<file path="src/rtl/riscv_pkg.sv">
// Shared RV64I+Zba decode types: ALU op codes, operand-A selects, opcode/funct constants
// and the decoded bundle carried from decode to execute.
package riscv_pkg;

  localparam int unsigned RV_XLEN = 64;

  typedef enum logic [4:0] {
    ALU_ADD       = 5'd0,
    ALU_SUB,
    ALU_SLL,
    ALU_SLT,
    ALU_SLTU,
    ALU_XOR,
    ALU_SRL,
    ALU_SRA,
    ALU_OR,
    ALU_AND,
    ALU_ADDW,
    ALU_SUBW,
    ALU_SLLW,
    ALU_SRLW,
    ALU_SRAW,
    ALU_SH1ADD,
    ALU_SH2ADD,
    ALU_SH3ADD,
    ALU_SH1ADD_UW,
    ALU_SH2ADD_UW,
    ALU_SH3ADD_UW,
    ALU_ADD_UW,
    ALU_SLLI_UW
  } alu_op_t;

  typedef enum logic [1:0] {
    OPA_RS1  = 2'd0,
    OPA_PC   = 2'd1,
    OPA_ZERO = 2'd2
  } opa_sel_t;

  localparam logic [6:0] OPC_OP        = 7'b0110011;
  localparam logic [6:0] OPC_OP_IMM    = 7'b0010011;
  localparam logic [6:0] OPC_OP_32     = 7'b0111011;
  localparam logic [6:0] OPC_OP_IMM_32 = 7'b0011011;
  localparam logic [6:0] OPC_LUI       = 7'b0110111;
  localparam logic [6:0] OPC_AUIPC     = 7'b0010111;

  localparam logic [6:0] F7_BASE      = 7'b0000000;
  localparam logic [6:0] F7_ALT       = 7'b0100000;
  localparam logic [6:0] F7_ZBA_SHADD = 7'b0010000;
  localparam logic [6:0] F7_ZBA_ADDUW = 7'b0000100;
  localparam logic [5:0] F6_BASE      = 6'b000000;
  localparam logic [5:0] F6_ALT       = 6'b010000;
  localparam logic [5:0] F6_ZBA_SLLIUW = 6'b000010;

  typedef struct packed {
    alu_op_t              alu_op;
    opa_sel_t             opa_sel;
    logic                 opb_imm;
    logic [RV_XLEN-1:0]   imm;
    logic [4:0]           rs1;
    logic [4:0]           rs2;
    logic [4:0]           rd;
    logic                 reg_we;
    logic                 illegal;
  } dec_bundle_t;

  localparam dec_bundle_t DEC_RESET = '{
    alu_op: ALU_ADD, opa_sel: OPA_RS1, opb_imm: 1'b0, imm: '0,
    rs1: '0, rs2: '0, rd: '0, reg_we: 1'b0, illegal: 1'b0
  };

  function automatic logic [RV_XLEN-1:0] sext12(input logic [11:0] v);
    return {{(RV_XLEN-12){v[11]}}, v};
  endfunction

endpackage

</file>
<file path="src/rtl/instr_decoder.sv">
// Combinational RV64I instruction -> ALU control bundle.
// Define RV_ZBA_EN to also decode the Zba sh*add / *.uw / slli.uw encodings.
module instr_decoder
  import riscv_pkg::*;
(
  input  logic [31:0]  instr,
  output dec_bundle_t  dec
);

  logic [6:0]         opc;
  logic [2:0]         f3;
  logic [6:0]         f7;
  logic [5:0]         f6;
  logic               legal;
  alu_op_t            alu;
  opa_sel_t           opa;
  logic               opb;
  logic [RV_XLEN-1:0] imm;

  assign opc = instr[6:0];
  assign f3  = instr[14:12];
  assign f7  = instr[31:25];
  assign f6  = instr[31:26];

  always_comb begin
    alu   = ALU_ADD;
    opa   = OPA_RS1;
    opb   = 1'b0;
    imm   = '0;
    legal = 1'b1;
    case (opc)
      OPC_OP: begin
        case ({f7, f3})
          {F7_BASE, 3'b000}: alu = ALU_ADD;
          {F7_ALT,  3'b000}: alu = ALU_SUB;
          {F7_BASE, 3'b001}: alu = ALU_SLL;
          {F7_BASE, 3'b010}: alu = ALU_SLT;
          {F7_BASE, 3'b011}: alu = ALU_SLTU;
          {F7_BASE, 3'b100}: alu = ALU_XOR;
          {F7_BASE, 3'b101}: alu = ALU_SRL;
          {F7_ALT,  3'b101}: alu = ALU_SRA;
          {F7_BASE, 3'b110}: alu = ALU_OR;
          {F7_BASE, 3'b111}: alu = ALU_AND;
`ifdef RV_ZBA_EN
          {F7_ZBA_SHADD, 3'b010}: alu = ALU_SH1ADD;
          {F7_ZBA_SHADD, 3'b100}: alu = ALU_SH2ADD;
          {F7_ZBA_SHADD, 3'b110}: alu = ALU_SH3ADD;
`endif
          default: legal = 1'b0;
        endcase
      end
      OPC_OP_IMM: begin
        opb = 1'b1;
        imm = sext12(instr[31:20]);
        case (f3)
          3'b000: alu = ALU_ADD;
          3'b010: alu = ALU_SLT;
          3'b011: alu = ALU_SLTU;
          3'b100: alu = ALU_XOR;
          3'b110: alu = ALU_OR;
          3'b111: alu = ALU_AND;
          3'b001: begin
            alu   = ALU_SLL;
            imm   = {{(RV_XLEN-6){1'b0}}, instr[25:20]};
            legal = (f6 == F6_BASE);
          end
          default: begin
            imm = {{(RV_XLEN-6){1'b0}}, instr[25:20]};
            if (f6 == F6_BASE)     alu = ALU_SRL;
            else if (f6 == F6_ALT) alu = ALU_SRA;
            else                   legal = 1'b0;
          end
        endcase
      end
      OPC_OP_IMM_32: begin
        opb = 1'b1;
        imm = sext12(instr[31:20]);
        case (f3)
          3'b000: alu = ALU_ADDW;
          3'b001: begin
            imm = {{(RV_XLEN-5){1'b0}}, instr[24:20]};
            // slli.uw keeps a 6-bit shamt, so it must be matched before the instr[25] check
`ifdef RV_ZBA_EN
            if (f6 == F6_ZBA_SLLIUW) begin
              alu = ALU_SLLI_UW;
              imm = {{(RV_XLEN-6){1'b0}}, instr[25:20]};
            end else
`endif
            if (f7 == F7_BASE) alu = ALU_SLLW;
            else               legal = 1'b0;
          end
          3'b101: begin
            imm = {{(RV_XLEN-5){1'b0}}, instr[24:20]};
            if (f7 == F7_BASE)     alu = ALU_SRLW;
            else if (f7 == F7_ALT) alu = ALU_SRAW;
            else                   legal = 1'b0;
          end
          default: legal = 1'b0;
        endcase
      end
      OPC_OP_32: begin
        case ({f7, f3})
          {F7_BASE, 3'b000}: alu = ALU_ADDW;
          {F7_ALT,  3'b000}: alu = ALU_SUBW;
          {F7_BASE, 3'b001}: alu = ALU_SLLW;
          {F7_BASE, 3'b101}: alu = ALU_SRLW;
          {F7_ALT,  3'b101}: alu = ALU_SRAW;
`ifdef RV_ZBA_EN
          {F7_ZBA_SHADD, 3'b010}: alu = ALU_SH1ADD_UW;
          {F7_ZBA_SHADD, 3'b100}: alu = ALU_SH2ADD_UW;
          {F7_ZBA_SHADD, 3'b110}: alu = ALU_SH3ADD_UW;
          {F7_ZBA_ADDUW, 3'b000}: alu = ALU_ADD_UW;
`endif
          default: legal = 1'b0;
        endcase
      end
      OPC_LUI, OPC_AUIPC: begin
        opa = (opc == OPC_LUI) ? OPA_ZERO : OPA_PC;
        opb = 1'b1;
        imm = {{(RV_XLEN-32){instr[31]}}, instr[31:12], 12'b0};
      end
      default: legal = 1'b0;
    endcase
    if (!legal) begin
      alu = ALU_ADD;
      opa = OPA_RS1;
      opb = 1'b0;
      imm = '0;
    end
  end

  assign dec = '{
    alu_op:  alu,
    opa_sel: opa,
    opb_imm: opb,
    imm:     imm,
    rs1:     instr[19:15],
    rs2:     instr[24:20],
    rd:      instr[11:7],
    reg_we:  legal && (instr[11:7] != 5'd0),
    illegal: !legal
  };

endmodule

</file>
<file path="src/rtl/decode_stage.sv">
// Pipelined RV64I(+Zba when RV_ZBA_EN is defined) decode stage: one registered output
// slot with valid/ready handshake and flush.
module decode_stage
  import riscv_pkg::*;
#(
  parameter int unsigned XLEN = 64
) (
  input  logic            clk,
  input  logic            rst_n,
  input  logic            in_valid,
  output logic            in_ready,
  input  logic [31:0]     in_instr,
  input  logic [XLEN-1:0] in_pc,
  input  logic            flush,
  output logic            out_valid,
  input  logic            out_ready,
  output logic [XLEN-1:0] out_pc,
  output alu_op_t         out_alu_op,
  output opa_sel_t        out_opa_sel,
  output logic            out_opb_imm,
  output logic [XLEN-1:0] out_imm,
  output logic [4:0]      out_rs1,
  output logic [4:0]      out_rs2,
  output logic [4:0]      out_rd,
  output logic            out_reg_we,
  output logic            out_illegal
);

  dec_bundle_t     dec;
  dec_bundle_t     bundle_d, bundle_q;
  logic            valid_d, valid_q;
  logic [XLEN-1:0] pc_d, pc_q;
  logic            push;

  instr_decoder u_dec (
    .instr (in_instr),
    .dec   (dec)
  );

  assign in_ready = !valid_q || out_ready;
  assign push     = in_valid && in_ready && !flush;

  always_comb begin
    valid_d  = valid_q;
    bundle_d = bundle_q;
    pc_d     = pc_q;
    if (flush) begin
      valid_d = 1'b0;
    end else if (push) begin
      valid_d  = 1'b1;
      bundle_d = dec;
      pc_d     = in_pc;
    end else if (out_ready) begin
      valid_d = 1'b0;
    end
  end

  always_ff @(posedge clk or negedge rst_n) begin
    if (!rst_n) begin
      valid_q  <= 1'b0;
      bundle_q <= DEC_RESET;
      pc_q     <= '0;
    end else begin
      valid_q  <= valid_d;
      bundle_q <= bundle_d;
      pc_q     <= pc_d;
    end
  end

  assign out_valid   = valid_q;
  assign out_pc      = pc_q;
  assign out_alu_op  = bundle_q.alu_op;
  assign out_opa_sel = bundle_q.opa_sel;
  assign out_opb_imm = bundle_q.opb_imm;
  assign out_imm     = bundle_q.imm;
  assign out_rs1     = bundle_q.rs1;
  assign out_rs2     = bundle_q.rs2;
  assign out_rd      = bundle_q.rd;
  assign out_reg_we  = bundle_q.reg_we;
  assign out_illegal = bundle_q.illegal;

endmodule

</file>
<file path="config.mk">
export PLATFORM = sky130hd
export DESIGN_NAME = decode_stage
export DESIGN_NICKNAME = d
export VERILOG_FILES = /design/src/rtl/riscv_pkg.sv /design/src/rtl/instr_decoder.sv /design/src/rtl/decode_stage.sv
export SDC_FILE = /design/constraint.sdc
export NUM_CORES = 1
export LEC_CHECK = 0
export BUFFER_PORTS_ARGS = -buffer_cell sky130_fd_sc_hd__buf_2
export CAP_MARGIN = 0
export CORE_UTILIZATION = 48
export CTS_BUF_LIST = sky130_fd_sc_hd__clkbuf_4 sky130_fd_sc_hd__clkbuf_8
export CTS_CLUSTER_DIAMETER = 50
export DETAILED_ROUTE_END_ITERATION = 8
export PLACE_DENSITY = 0.82
export SLEW_MARGIN = 40
export SYNTH_ARGS = -nofsm -noshare
export SYNTH_HDL_FRONTEND = slang
export SYNTH_SLANG_ARGS = --single-unit
</file>
<file path="constraint.sdc">
create_clock -name clk -period 4.7 [get_ports clk]
set_input_delay 0.94 -clock clk [delete_from_list [all_inputs] [get_ports clk]]
set_output_delay 0.94 -clock clk [all_outputs]
set_load 0.02 [all_outputs]
</file>
==> flow_summary.json <==
{
  "cpPeakStageDelay_ns": 0.52,
  "diodes": 0,
  "grt_usage_pct": 23.8,
  "cts_resized": 0,
  "crit_type": "in -> reg",
  "finalHoldViolCount": 0,
  "die_h_um": 108,
  "cts_sinks": 121,
  "p_leak_nw": 4.03,
  "globalplace.congestion": 0.895,
  "max-cap-violations": 0,
  "synth_edf_count": 0,
  "critPathSlowestCell": "nor4_1",
  "run_status": "finished clean",
  "vias": 4930,
  "grt_pass1_wl_um": 21500,
  "ios": 256,
  "slew_violations": 0,
  "grt_max_degree": 64,
  "max_freq_mhz": 358,
  "drc": 0,
  "postCtsHoldBufs": 0,
  "path_max_fanout": 11,
  "period_needed_ns": 2.79,
  "slew_headroom_pct": 49.8,
  "fin_area_sq_mm": 0.00699,
  "die_x_um": 108,
  "finalSetupViolCount": 0,
  "cts_setup_buffers": 0,
  "antenna_found_initial": 0,
  "portBuffers": 254,
  "ir_drop_v": 0.000235,
  "rsz0062_at_grt": "false",
  "cp_top_family": "simple AND/OR/NAND/NOR gates",
  "cp.required_ns": 5.04,
  "syn_area_sq_mm": 0.00541,
  "fp-row-count": 38,
  "syn_nets": 724,
  "totalWireLength_um": 14000,
  "layout_commonest_cell": "nand2_1",
  "clk_root_buffer_cell": "clkbuf_8",
  "fin_skew_ns": 0.0110,
  "dieArea_sq_mm": 0.0117,
  "drtIter0Drc": 402,
  "h-tree-depth": 4,
  "synthArstFlopShare_pct": 100,
  "dp.final_hpwl_um": 10000,
  "grt_pass1_vias": 4454,
  "setup.worst_path.start_class": "input port",
  "layout.nets": 936,
  "synth_seq_cells": 121,
  "clk_pin_slew_ns": 0.08,
  "place_area_sq_mm": 0.00652,
  "clk_latency_ns": 0.42,
  "dr.pass1.iters": 5,
  "synthCells": 623,
  "cp_cell_sequence": "buf_2 > nand4b_1 > nor4_1 > a21oi_1 > o221ai_2 > nand2_1 > nand3_1",
  "syn_to_final_growth_pct": 29.3,
  "path_buf_inv": 1,
  "gr-total-overflow": 0,
  "pwr_density_cell_mw_per_mm2": 395,
  "fin_crit_sh_pct": 59.4,
  "setup_tns_ns": 0,
  "ys_types": 51,
  "cts_made_buffers": 17,
  "seq_area_frac_synth_pct": 56.0,
  "drtAntennaViolNets": 0,
  "final_cell_mix": "nand2_1 (291), buf_2 (253), dfrtp_1 (121)",
  "cts_max_path_buffers": 2,
  "syn_area_per_cell_sq_um": 8.68,
  "worst_pin_slew_ns": 0.750,
  "initial_core_util_pct": 49.6,
  "endpoint_kind": "flip-flop",
  "synthFlopType": "dfrtp_1",
  "coreArea_sq_mm": 0.0109,
  "cts_tree": "done",
  "viasPerCell": 4.99,
  "cp_data_arrival_time_ns": 3.13,
  "hold_path_class": "in -> async",
  "yosys_warnings": 0,
  "final_layout_size_suffix_gt1_share_pct": 36.8,
  "wl_per_cell_um": 14.2
}
==> where the power goes <==
part           leakage, nW  switching (mW)  internal, mW  total (mW)
sequential            1.56          0.0501          1.14        1.19
clock                0.224           0.436         0.650        1.09
combinational         2.25           0.324         0.157       0.481
total                 4.03           0.809          1.95        2.76
==> metrics by stage <==
step	setup slack [ns]	std cells	total power, mW	hold WS (ns)	util [%]
2_1_floorplan	2.20	623	1.48	0.583	-
3_3_place_gp	1.63	956	1.68	0.447	59.9
3_5_place_dp	1.50	956	1.70	0.453	59.9
4_1_cts	1.94	988	2.78	0.474	64.2
5_1_grt	1.71	988	2.89	0.483	64.2
6_report	1.91	988	2.76	0.467	64.2
==> cell families after synthesis <==
group | count (synthesis) | synth area share (%)
buffers and inverters | 72 | 7.59
muxes | 1 | 0.208
AOI/OAI and AO/OA | 56 | 7.38
DFF | 121 | 56.0
xor gates and xnor gates | 3 | 0.486
other | 1 | 0.0694
and+or+nand+nor | 369 | 28.2
==> synth_stat cells (all sizes together), types with 3 or more instances <==
cell    instances  area [sq um]
dfrtp         121          3030
o21ai          19           133
a21oi          15          75.1
clkbuf         30           113
nor3            7          40.0
buf            38           283
o31ai           3          22.5
nor2           11          41.3
nand3          37           185
nor2b           3          18.8
inv             4          15.0
nand2         291          1090
==> metal layers <==
layer | GRT usage (%) | wire length [um] | vias up
met5 | 0 | 0 | -
met4 | 7.63 | 187 | 0
met3 | 6.75 | 1080 | 20
met2 | 39.0 | 6810 | 222
met1 | 30.5 | 5940 | 2289
li1 | - | - | 2399
==> final timing paths <==
kind / slack, ns / start / cells past startpoint / to
max in group asynchronous: 3.35 / rst_n / 2 / out_imm[22]
worst min-delay path: 0.47 / rst_n / 1 / out_pc[61]
worst max-delay path: 1.91 / in_instr[6] / 7 / out_imm[24]
worst max register to register: 2.22 / out_valid / 6 / out_imm[24]
worst min register to register: 0.47 / out_opa_sel[1] / 2 / out_opa_sel[1]
min in group clk: 0.47 / out_opa_sel[1] / 2 / out_opa_sel[1]
==> worst reg2reg max path: stages (launching register included) <==
cell	delay [ns]
dfrtp_1	0.38
nor2b_1	0.16
inv_1	0.07
nand3b_1	0.52
o221ai_2	0.71
nand2_1	0.39
nand3_1	0.18
==> state kept, by name, summed over array words and instances (netlist names) <==
signal / count
out_pc: 64
out_imm: 32
out_rd: 5
out_rs1: 5
out_rs2: 5
out_alu_op: 4
out_opa_sel: 2
out_illegal: 1
out_opb_imm: 1
out_reg_we: 1
out_valid: 1
==> final cells by class <==
class	count	area (sq um)
sequential	121	3030
clock buffer	19	249
multi-input combinational	430	1980
timing repair buffer	261	1330
clock inverter	13	216
tap	140	175
fill	955	3900
inverter	4	15.0
No activity file was read; power rests on OpenSTA's default activity.
